===== src/rtl/fu_mdu_pkg.sv =====
// Shared encodings for the NPC execution unit: instruction classes, ALU/MDU
// operation codes and the fu_mdu sequencing states.
package fu_mdu_pkg;

  localparam int INST_NOP   = 0;
  localparam int INST_RR    = 1;
  localparam int INST_RI    = 2;
  localparam int INST_LUI   = 3;
  localparam int INST_AUIPC = 4;
  localparam int INST_JAL   = 5;
  localparam int INST_JALR  = 6;

  localparam int ALU_OP_NOP   = 0;
  localparam int ALU_OP_ADD   = 1;
  localparam int ALU_OP_SUB   = 2;
  localparam int ALU_OP_XOR   = 3;
  localparam int ALU_OP_OR    = 4;
  localparam int ALU_OP_AND   = 5;
  localparam int ALU_OP_SLL   = 6;
  localparam int ALU_OP_SRL   = 7;
  localparam int ALU_OP_SRA   = 8;
  localparam int ALU_OP_SLT   = 9;
  localparam int ALU_OP_SLTU  = 10;
  localparam int ALU_OP_LUI   = 11;
  localparam int ALU_OP_AUIPC = 12;
  localparam int ALU_OP_JUMP  = 13;

  localparam int MDU_OP_MUL    = 16;
  localparam int MDU_OP_MULH   = 17;
  localparam int MDU_OP_MULHSU = 18;
  localparam int MDU_OP_MULHU  = 19;
  localparam int MDU_OP_DIV    = 20;
  localparam int MDU_OP_DIVU   = 21;
  localparam int MDU_OP_REM    = 22;
  localparam int MDU_OP_REMU   = 23;

  typedef enum logic [1:0] {
    FU_IDLE = 2'd0,
    FU_MUL  = 2'd1,
    FU_DIV  = 2'd2,
    FU_DONE = 2'd3
  } fu_state_e;

  function automatic logic is_mul_op(input int op);
    return (op >= MDU_OP_MUL) && (op <= MDU_OP_MULHU);
  endfunction

  function automatic logic is_div_op(input int op);
    return (op >= MDU_OP_DIV) && (op <= MDU_OP_REMU);
  endfunction

endpackage


===== src/rtl/mdu_iter.sv =====
// Iterative unsigned multiply / restoring divide on XLEN-bit magnitudes.
// One adder serves both modes; done_o flags the cycle of the final step.
module mdu_iter #(
  parameter int XLEN = 32
) (
  input  logic            clk,
  input  logic            rst,
  input  logic            flush_i,
  input  logic            start_i,
  input  logic            is_div_i,
  input  logic [XLEN-1:0] opa_i,
  input  logic [XLEN-1:0] opb_i,
  output logic            done_o,
  output logic [XLEN-1:0] hi_o,
  output logic [XLEN-1:0] lo_o
);
  localparam int CW = $clog2(XLEN) + 1;

  logic [CW-1:0]   cnt;
  logic [XLEN-1:0] acc, mq, md;
  logic            mode_div;
  logic [XLEN+1:0] add_a, add_b, sum;
  logic [XLEN:0]   sum_m;
  logic [XLEN-1:0] acc_nx, mq_nx;

  // div: trial-subtract divisor from {rem, next dividend bit}; mul: acc + md
  always_comb begin
    add_a  = mode_div ? {1'b0, acc, mq[XLEN-1]} : {2'b00, acc};
    add_b  = mode_div ? ~{2'b00, md} : {2'b00, md};
    sum    = add_a + add_b + {{(XLEN+1){1'b0}}, mode_div};
    sum_m  = '0;
    acc_nx = '0;
    mq_nx  = '0;
    if (mode_div) begin
      acc_nx = sum[XLEN+1] ? add_a[XLEN-1:0] : sum[XLEN-1:0];
      mq_nx  = {mq[XLEN-2:0], ~sum[XLEN+1]};
    end else begin
      sum_m           = mq[0] ? sum[XLEN:0] : {1'b0, acc};
      {acc_nx, mq_nx} = {sum_m, mq[XLEN-1:1]};
    end
  end

  assign done_o = (cnt == CW'(1));
  assign hi_o   = acc_nx;
  assign lo_o   = mq_nx;

  always_ff @(posedge clk or posedge rst) begin
    if (rst) begin
      cnt      <= '0;
      acc      <= '0;
      mq       <= '0;
      md       <= '0;
      mode_div <= 1'b0;
    end else if (flush_i) begin
      cnt <= '0;
    end else if (start_i) begin
      cnt      <= CW'(XLEN);
      acc      <= '0;
      mq       <= opa_i;
      md       <= opb_i;
      mode_div <= is_div_i;
    end else if (cnt != '0) begin
      cnt <= cnt - CW'(1);
      acc <= acc_nx;
      mq  <= mq_nx;
    end
  end

endmodule


===== src/rtl/fu_mdu.sv =====
// NPC execution unit: operand select, single-cycle ALU, iterative RV32M
// multiply/divide, valid/ready on both sides and a registered result.
module fu_mdu
  import fu_mdu_pkg::*;
#(
  parameter int XLEN   = 32,
  parameter int OP_W   = 5,
  parameter int TYPE_W = 3
) (
  input  logic              clk,
  input  logic              rst,
  input  logic              flush_i,
  input  logic              valid_i,
  output logic              ready_o,
  input  logic [TYPE_W-1:0] inst_type_i,
  input  logic [OP_W-1:0]   alu_op_i,
  input  logic [XLEN-1:0]   pc_i,
  input  logic [XLEN-1:0]   imm_i,
  input  logic [XLEN-1:0]   rdata1_i,
  input  logic [XLEN-1:0]   rdata2_i,
  output logic              valid_o,
  input  logic              ready_i,
  output logic [XLEN-1:0]   result_o
);
  localparam int SHW = $clog2(XLEN);
  localparam logic [XLEN-1:0] MIN = {1'b1, {(XLEN-1){1'b0}}};

  fu_state_e       state, state_nx;
  int              op, ityp, opq;
  logic [XLEN-1:0] op1, op2, alu_res, result_q, special_res;
  logic [XLEN-1:0] mag_a, mag_b, mul_res, div_res;
  logic [OP_W-1:0] op_q;
  logic            is_nop, is_mul, is_div, div_special, sgn_a, sgn_b, neg_a, neg_b;
  logic            neg_x_q, neg_a_q, accept, start, iter_done;
  logic [XLEN-1:0] iter_hi, iter_lo;
  logic [2*XLEN-1:0] prod, prod_s;

  always_comb begin
    op   = int'(alu_op_i);
    ityp = int'(inst_type_i);
    op1  = '0;
    op2  = '0;
    case (ityp)
      INST_RR:             begin op1 = rdata1_i; op2 = rdata2_i; end
      INST_RI:             begin op1 = rdata1_i; op2 = imm_i;    end
      INST_LUI:            op2 = imm_i;
      INST_AUIPC:          begin op1 = pc_i;     op2 = imm_i;    end
      INST_JAL, INST_JALR: op1 = pc_i;
      default: ;
    endcase
    is_nop = (ityp == INST_NOP) || (op == ALU_OP_NOP);
    if (is_nop) begin
      op1 = '0;
      op2 = '0;
    end
  end

  always_comb begin
    alu_res = '0;
    case (op)
      ALU_OP_ADD:   alu_res = op1 + op2;
      ALU_OP_SUB:   alu_res = op1 - op2;
      ALU_OP_XOR:   alu_res = op1 ^ op2;
      ALU_OP_OR:    alu_res = op1 | op2;
      ALU_OP_AND:   alu_res = op1 & op2;
      ALU_OP_SLL:   alu_res = op1 << op2[SHW-1:0];
      ALU_OP_SRL:   alu_res = op1 >> op2[SHW-1:0];
      ALU_OP_SRA:   alu_res = $signed(op1) >>> op2[SHW-1:0];
      ALU_OP_SLT:   alu_res = {{(XLEN-1){1'b0}}, $signed(op1) < $signed(op2)};
      ALU_OP_SLTU:  alu_res = {{(XLEN-1){1'b0}}, op1 < op2};
      ALU_OP_LUI,
      ALU_OP_AUIPC: alu_res = op1 + op2;
      ALU_OP_JUMP:  alu_res = op1 + XLEN'(4);
      default:      alu_res = '0;
    endcase
    if (is_nop) alu_res = '0;
  end

  // The iterative core works on magnitudes; signs are reapplied on completion.
  always_comb begin
    is_mul = !is_nop && is_mul_op(op);
    is_div = !is_nop && is_div_op(op);
    sgn_a  = (op == MDU_OP_MUL) || (op == MDU_OP_MULH) || (op == MDU_OP_MULHSU) ||
             (op == MDU_OP_DIV) || (op == MDU_OP_REM);
    sgn_b  = (op == MDU_OP_MUL) || (op == MDU_OP_MULH) ||
             (op == MDU_OP_DIV) || (op == MDU_OP_REM);
    neg_a  = sgn_a && op1[XLEN-1];
    neg_b  = sgn_b && op2[XLEN-1];
    mag_a  = neg_a ? -op1 : op1;
    mag_b  = neg_b ? -op2 : op2;
    special_res = '0;
    div_special = 1'b0;
    if (op2 == '0) begin
      div_special = 1'b1;
      special_res = (op == MDU_OP_DIV || op == MDU_OP_DIVU) ? '1 : op1;
    end else if ((op == MDU_OP_DIV || op == MDU_OP_REM) && op1 == MIN && op2 == '1) begin
      div_special = 1'b1;
      special_res = (op == MDU_OP_DIV) ? MIN : '0;
    end
  end

  always_comb begin
    opq     = int'(op_q);
    prod    = {iter_hi, iter_lo};
    prod_s  = neg_x_q ? -prod : prod;
    mul_res = (opq == MDU_OP_MUL) ? prod_s[XLEN-1:0] : prod_s[2*XLEN-1:XLEN];
    if (opq == MDU_OP_DIV || opq == MDU_OP_DIVU) div_res = neg_x_q ? -iter_lo : iter_lo;
    else                                         div_res = neg_a_q ? -iter_hi : iter_hi;
  end

  assign ready_o = !flush_i && ((state == FU_IDLE) || (state == FU_DONE && ready_i));
  assign accept  = valid_i && ready_o;
  assign valid_o = (state == FU_DONE);
  assign result_o = result_q;

  always_comb begin
    state_nx = state;
    start    = 1'b0;
    if (flush_i) begin
      state_nx = FU_IDLE;
    end else begin
      case (state)
        FU_IDLE, FU_DONE: begin
          if (accept) begin
            if (is_mul) begin
              state_nx = FU_MUL;
              start    = 1'b1;
            end else if (is_div && !div_special) begin
              state_nx = FU_DIV;
              start    = 1'b1;
            end else begin
              state_nx = FU_DONE;
            end
          end else if (state == FU_DONE && ready_i) begin
            state_nx = FU_IDLE;
          end
        end
        FU_MUL, FU_DIV: if (iter_done) state_nx = FU_DONE;
        default: state_nx = FU_IDLE;
      endcase
    end
  end

  always_ff @(posedge clk or posedge rst) begin
    if (rst) state <= FU_IDLE;
    else     state <= state_nx;
  end

  always_ff @(posedge clk or posedge rst) begin
    if (rst) begin
      result_q <= '0;
      op_q     <= '0;
      neg_x_q  <= 1'b0;
      neg_a_q  <= 1'b0;
    end else if (!flush_i) begin
      if (accept) begin
        op_q    <= alu_op_i;
        neg_x_q <= neg_a ^ neg_b;
        neg_a_q <= neg_a;
        if (!start) result_q <= is_div ? special_res : alu_res;
      end else if ((state == FU_MUL || state == FU_DIV) && iter_done) begin
        result_q <= (state == FU_MUL) ? mul_res : div_res;
      end
    end
  end

  mdu_iter #(.XLEN(XLEN)) u_iter (
    .clk      (clk),
    .rst      (rst),
    .flush_i  (flush_i),
    .start_i  (start),
    .is_div_i (is_div),
    .opa_i    (mag_a),
    .opb_i    (mag_b),
    .done_o   (iter_done),
    .hi_o     (iter_hi),
    .lo_o     (iter_lo)
  );

endmodule


===== config.mk =====
export PLATFORM = sky130hd
export DESIGN_NAME = fu_mdu
export DESIGN_NICKNAME = d
export VERILOG_FILES = /design/src/rtl/fu_mdu_pkg.sv /design/src/rtl/mdu_iter.sv /design/src/rtl/fu_mdu.sv
export SDC_FILE = /design/constraint.sdc
export NUM_CORES = 2
export LEC_CHECK = 0
export CAP_MARGIN = 30
export CORE_ASPECT_RATIO = 1.5
export CORE_UTILIZATION = 50
export CTS_CLUSTER_DIAMETER = 150
export DETAILED_ROUTE_END_ITERATION = 8
export PLACE_DENSITY_LB_ADDON = 0.12
export SLEW_MARGIN = 10
export SYNTH_ARGS = -nofsm -noshare
export SYNTH_HDL_FRONTEND = slang
export SYNTH_SLANG_ARGS = --single-unit

===== constraint.sdc =====
create_clock -name clk -period 12 [get_ports clk]
set_input_delay 1.8 -clock clk [delete_from_list [all_inputs] [get_ports clk]]
set_output_delay 1.8 -clock clk [all_outputs]
set_load 0.01 [all_outputs]

==> flow_summary.toml, run 1 <==
[clock_tree]
cts_buffers = 17
cts_resized = 0
hold_buffers = 0
root_buffer = "clkbuf_16"
cts_sinks = 144
cts_setup_buffers = 0
htree_levels = 4
max-clock-path-buffers = 2

[die]
std_cell_rows = 102
io_pins = 175
start_util_pct = 50.7
die_width_microns = 189
dieHeight_microns = 283

[yosys]
ys_ff_latch = 144
synthAdderAreaFrac_pct = 6.89
synthCells = 3830
ys_types = 98
synth_area_per_cell_sq_um = 6.86
synth_top_family_by_area = "compound AO/OA/AOI/OAI gates"
synth_edf_count = 0
yosys.area_share.xor_xnor_pct = 7.80
synth-compound-area-share_pct = 36.4
seq_area_frac_synth_pct = 13.7
synth_fp_nets = 4114
syn_area_sq_um = 26300
synth_mux_area_share_pct = 5.45
synth_simple_gate_area_share_pct = 23.1
synthArstFlopShare_pct = 100
synth_flop_cell = "dfrtp_1"
synth_warnings = 0

[outcome]
tool.error = "[ERROR GRT-0116] Global routing finished with congestion. Check the congestion regions in the DRC Viewer."
status = "aborted with a tool error"
failing_step = "global routing"

[placement]
port_buffers = 174
dp_hpwl_microns = 117000
routabilityCongestion = 1.16

[grt]
grt_pass1_vias = 33600
grt_pass1_wl_microns = 239000
overflow = 16
grtUsageTotal_pct = 60.5
grt_max_degree = 107
synthesized netlist by cell type (21+ instances only):
cell,number,area [sq um]
nor4_1,37,231
a22o_1,24,210
and3_1,29,181
xnor2_1,161,1410
nand3_1,85,425
or3_1,29,181
and2_1,30,188
nand4_1,34,213
a22oi_1,31,233
ha_1,140,1750
o211ai_1,96,721
a221oi_1,42,368
or2_2,21,131
inv_1,144,541
o31ai_1,43,323
nand2_1,388,1460
mux2_2,41,462
a21o_1,51,383
xor2_1,73,639
clkbuf_1,275,1030
a31oi_1,49,307
o221ai_1,27,236
a211o_1,40,350
a211oi_1,92,691
buf_1,30,113
mux2i_1,71,711
nand2b_1,45,282
a21oi_1,308,1540
nor2_1,369,1390
o21bai_1,26,195
nor2b_1,39,244
dfrtp_1,144,3600
nor3_1,108,541
o22ai_1,45,282
o21ai_0,343,1720
o21a_1,28,210
metal layers:
metal | GRT usage, % | GRT overflow
met5 | 1.10 | 0
met4 | 65.6 | 5
met3 | 28.5 | 0
met2 | 88.4 | 11
met1 | 60.6 | 0
through the flow:
stage / hold slack, ns / area, sq um / setup WS (ns) / util, % / instances
2_1_floorplan: 0.447 / 26300 / 3.21 / - / 3830
3_3_place_gp: 0.462 / 28800 / 3.02 / 55.6 / 4499
3_5_place_dp: 0.470 / 28900 / 3.27 / 55.8 / 4511
4_1_cts: 0.485 / 29500 / 3.74 / 56.9 / 4543
logic make-up after synthesis:
group           count (synthesis)
flops                         144
xor+xnor                      234
simple gates                 1287
mux                           124
compound gates               1437
fa+ha+maj                     143
buf+inv                       461
==> run 2, diff against run 1 <==
Settings changed: CORE_ASPECT_RATIO 1.5 to not set, CORE_UTILIZATION 50 to 35, CTS_CLUSTER_DIAMETER 150 to not set, PLACE_DENSITY_LB_ADDON 0.12 to 0.15.
==> flow_summary.toml, run 2 <==
[outcome]
status = "completed"

[power]
powerDensity_nw_per_um2 = 297
leakage_nw = 11.6
peakVddDrop_v = 0.000157

[critical_path]
cpMostUsedCell = "buf_4"
worst_ep_required_time_ns = 12.34
end_kind = "flop"
worst_ep_arrival_time_ns = 9.09
crit_family = "compound AO/OA/AOI/OAI gates"
reg2reg_to = "result_o[29]"
crit_slowest_cell = "clkdlybuf4s50_1"
critPathMaxFanout = 30
cp-start-kind = "primary input"
cpPeakStageDelay_ns = 0.90
reg2reg_depth = 17
worstReg2RegStart = "u_iter.mode_div"
path_class = "in2reg"
rrSetupSlack_ns = 3.65
cp_num_buf_inv = 7

[grt]
grt_max_degree = 83
grt_pass1_vias = 29700
grtUsageTotal_pct = 37.9
overflow = 0
antenna_found_initial = 8
grt_pass1_wl_microns = 214000

[drt]
ant_nets = 0
first_pass_iters = 6
drt_iter0_drc = 4070
routedWlPerCell_microns = 30.8
drc_errors = 0
vias_per_cell = 6.58
wl_microns = 149000
vias = 31900

[placement]
dpl.cell_count = 4802
dp_hpwl_microns = 116000
port_buffers = 174
routabilityCongestion = 1.08

[die]
die_width_microns = 276
std_cell_rows = 100
dieHeight_microns = 276
die_area_sq_um = 76200
start_util_pct = 35.4
fp.coreArea_sq_um = 74300
io_pins = 175

[clock_tree]
max-clock-path-buffers = 2
htree_levels = 4
clk_latency_ns = 0.46
clkTransAtPathRegs_ns = 0.07
cts_sinks = 144
hold_buffers = 0
root_buffer = "clkbuf_16"
cts_buffers = 17
cts_resized = 0
cts_setup_buffers = 0
cts_tree = "built"

[yosys]
yosys.area.top_type = "dfrtp_1"
synth_flop_cell = "dfrtp_1"
synth_fp_nets = 4114
synth_area_per_cell_sq_um = 6.86
seq_area_frac_synth_pct = 13.7
synth.most_common_cell = "nand2_1"
ys_types = 98
synthArstFlopShare_pct = 100
synthCells = 3830
synth.top_cell.area_share_pct = 13.7
synth_edf_count = 0
yosys-top-cells-area = "dfrtp_1 14%, ha_1 6.7%, o21ai_0 6.5%, a21oi_1 5.9%, nand2_1 5.5%"
syn_area_sq_um = 26300
synth_warnings = 0
synth_commonest_cells = "388 x nand2_1, 369 x nor2_1, 343 x o21ai_0"
ys_ff_latch = 144

[sta]
hold_violations = 0
rsz0062_at_grt = "false"
clock.fmax_ghz = 0.114
drv_slew = 0
fin_crit_sh_pct = 72.9
post-route-min-period_ns = 8.75
skew_ns = 0.0162
tns_ns = 0
setup_violations = 0
slew_headroom_pct = 25.0
max_slew.worst_pin.slew_ns = 1.12

[final_layout]
syn_to_final_growth_pct = 13.8
layout_commonest_cell = "nand2_1"
mostFrequentLayoutCells = "387 x nand2_1, 369 x nor2_1, 341 x o21ai_0"
fin_nets = 4138
final_cells = 4840
drive_gt1_share_pct = 7.73

[job]
maxCapViolations = 0

[hold_path]
hold_path_class = "reg2reg"
hold_depth = 2
min_from = "op_q[1]"
min_to = "op_q[1]"
[run 2: layout make-up]
| class | instances | area [sq um] |
|---|---|---|
| antenna | 5 | 12.5 |
| clock buffer | 18 | 439 |
| clock inverter | 13 | 179 |
| fill | 7979 | 44400 |
| inverter | 150 | 568 |
| multi-input combinational | 3225 | 21100 |
| sequential | 144 | 3610 |
| tap | 969 | 1210 |
| timing repair buffer | 316 | 2790 |
[run 2: how the worst max path moves through the flow]
| stage | from | to | slack, ns | cells past startpoint |
|---|---|---|---|---|
| after floorplan | u_iter.mode_div | result_o[29] | 3.21 | 29 |
| after global routing | alu_op_i[4] | result_o[22] | 2.99 | 25 |
| after CTS | alu_op_i[4] | result_o[22] | 3.25 | 24 |
| after global placement | alu_op_i[4] | result_o[22] | 2.93 | 24 |
| after detailed placement | alu_op_i[4] | result_o[22] | 2.78 | 24 |
| final | alu_op_i[4] | result_o[22] | 3.25 | 25 |
[run 2: cells by family after synthesis]
logic type	after synthesis	share of synthesized area, %
XOR/XNOR	234	7.80
multiplexers	124	5.45
flip-flops	144	13.7
adder cells (fa/ha/maj)	143	6.89
buffers and inverters	461	6.68
AND/OR/NAND/NOR	1287	23.1
AO/OA/AOI/OAI	1437	36.4
[run 2: where the power goes]
group	leakage (nW)	internal [W]	total, W	switching [W]
Combinational	9.55	0.00252	0.00731	0.00479
Sequential	1.71	0.000708	0.000984	0.000276
Clock	0.299	0.000336	0.000584	0.000248
Total	11.6	0.00357	0.00888	0.00531
[run 2: tightest hold or removal path: stages (launching register included)]
cell	delay, ns
dfrtp_1	0.34
nand2_1	0.05
nand2_1	0.05
[run 2: per-layer routing]
layer	track usage, %	vias to the layer above	share of wire, %
met3	6.80	465	9.0
li1	-	14300	-
met2	57.1	1916	43
met4	28.9	6	8.7
met5	0	-	0.023
met1	48.0	15200	40
[run 2: through the flow]
step | cell area, sq um | setup slack (ns) | power, W | hold slack (ns) | util [%]
after global routing | 29900 | 2.99 | 0.00934 | 0.497 | 40.2
after global placement | 29200 | 2.93 | 0.00806 | 0.462 | 39.3
after detailed placement | 29300 | 2.78 | 0.00802 | 0.466 | 39.4
after floorplan | 26300 | 3.21 | 0.00556 | 0.447 | -
after CTS | 29900 | 3.25 | 0.00865 | 0.483 | 40.2
final | 29900 | 3.25 | 0.00888 | 0.481 | 40.2
Power figures use the tool's default switching activity.
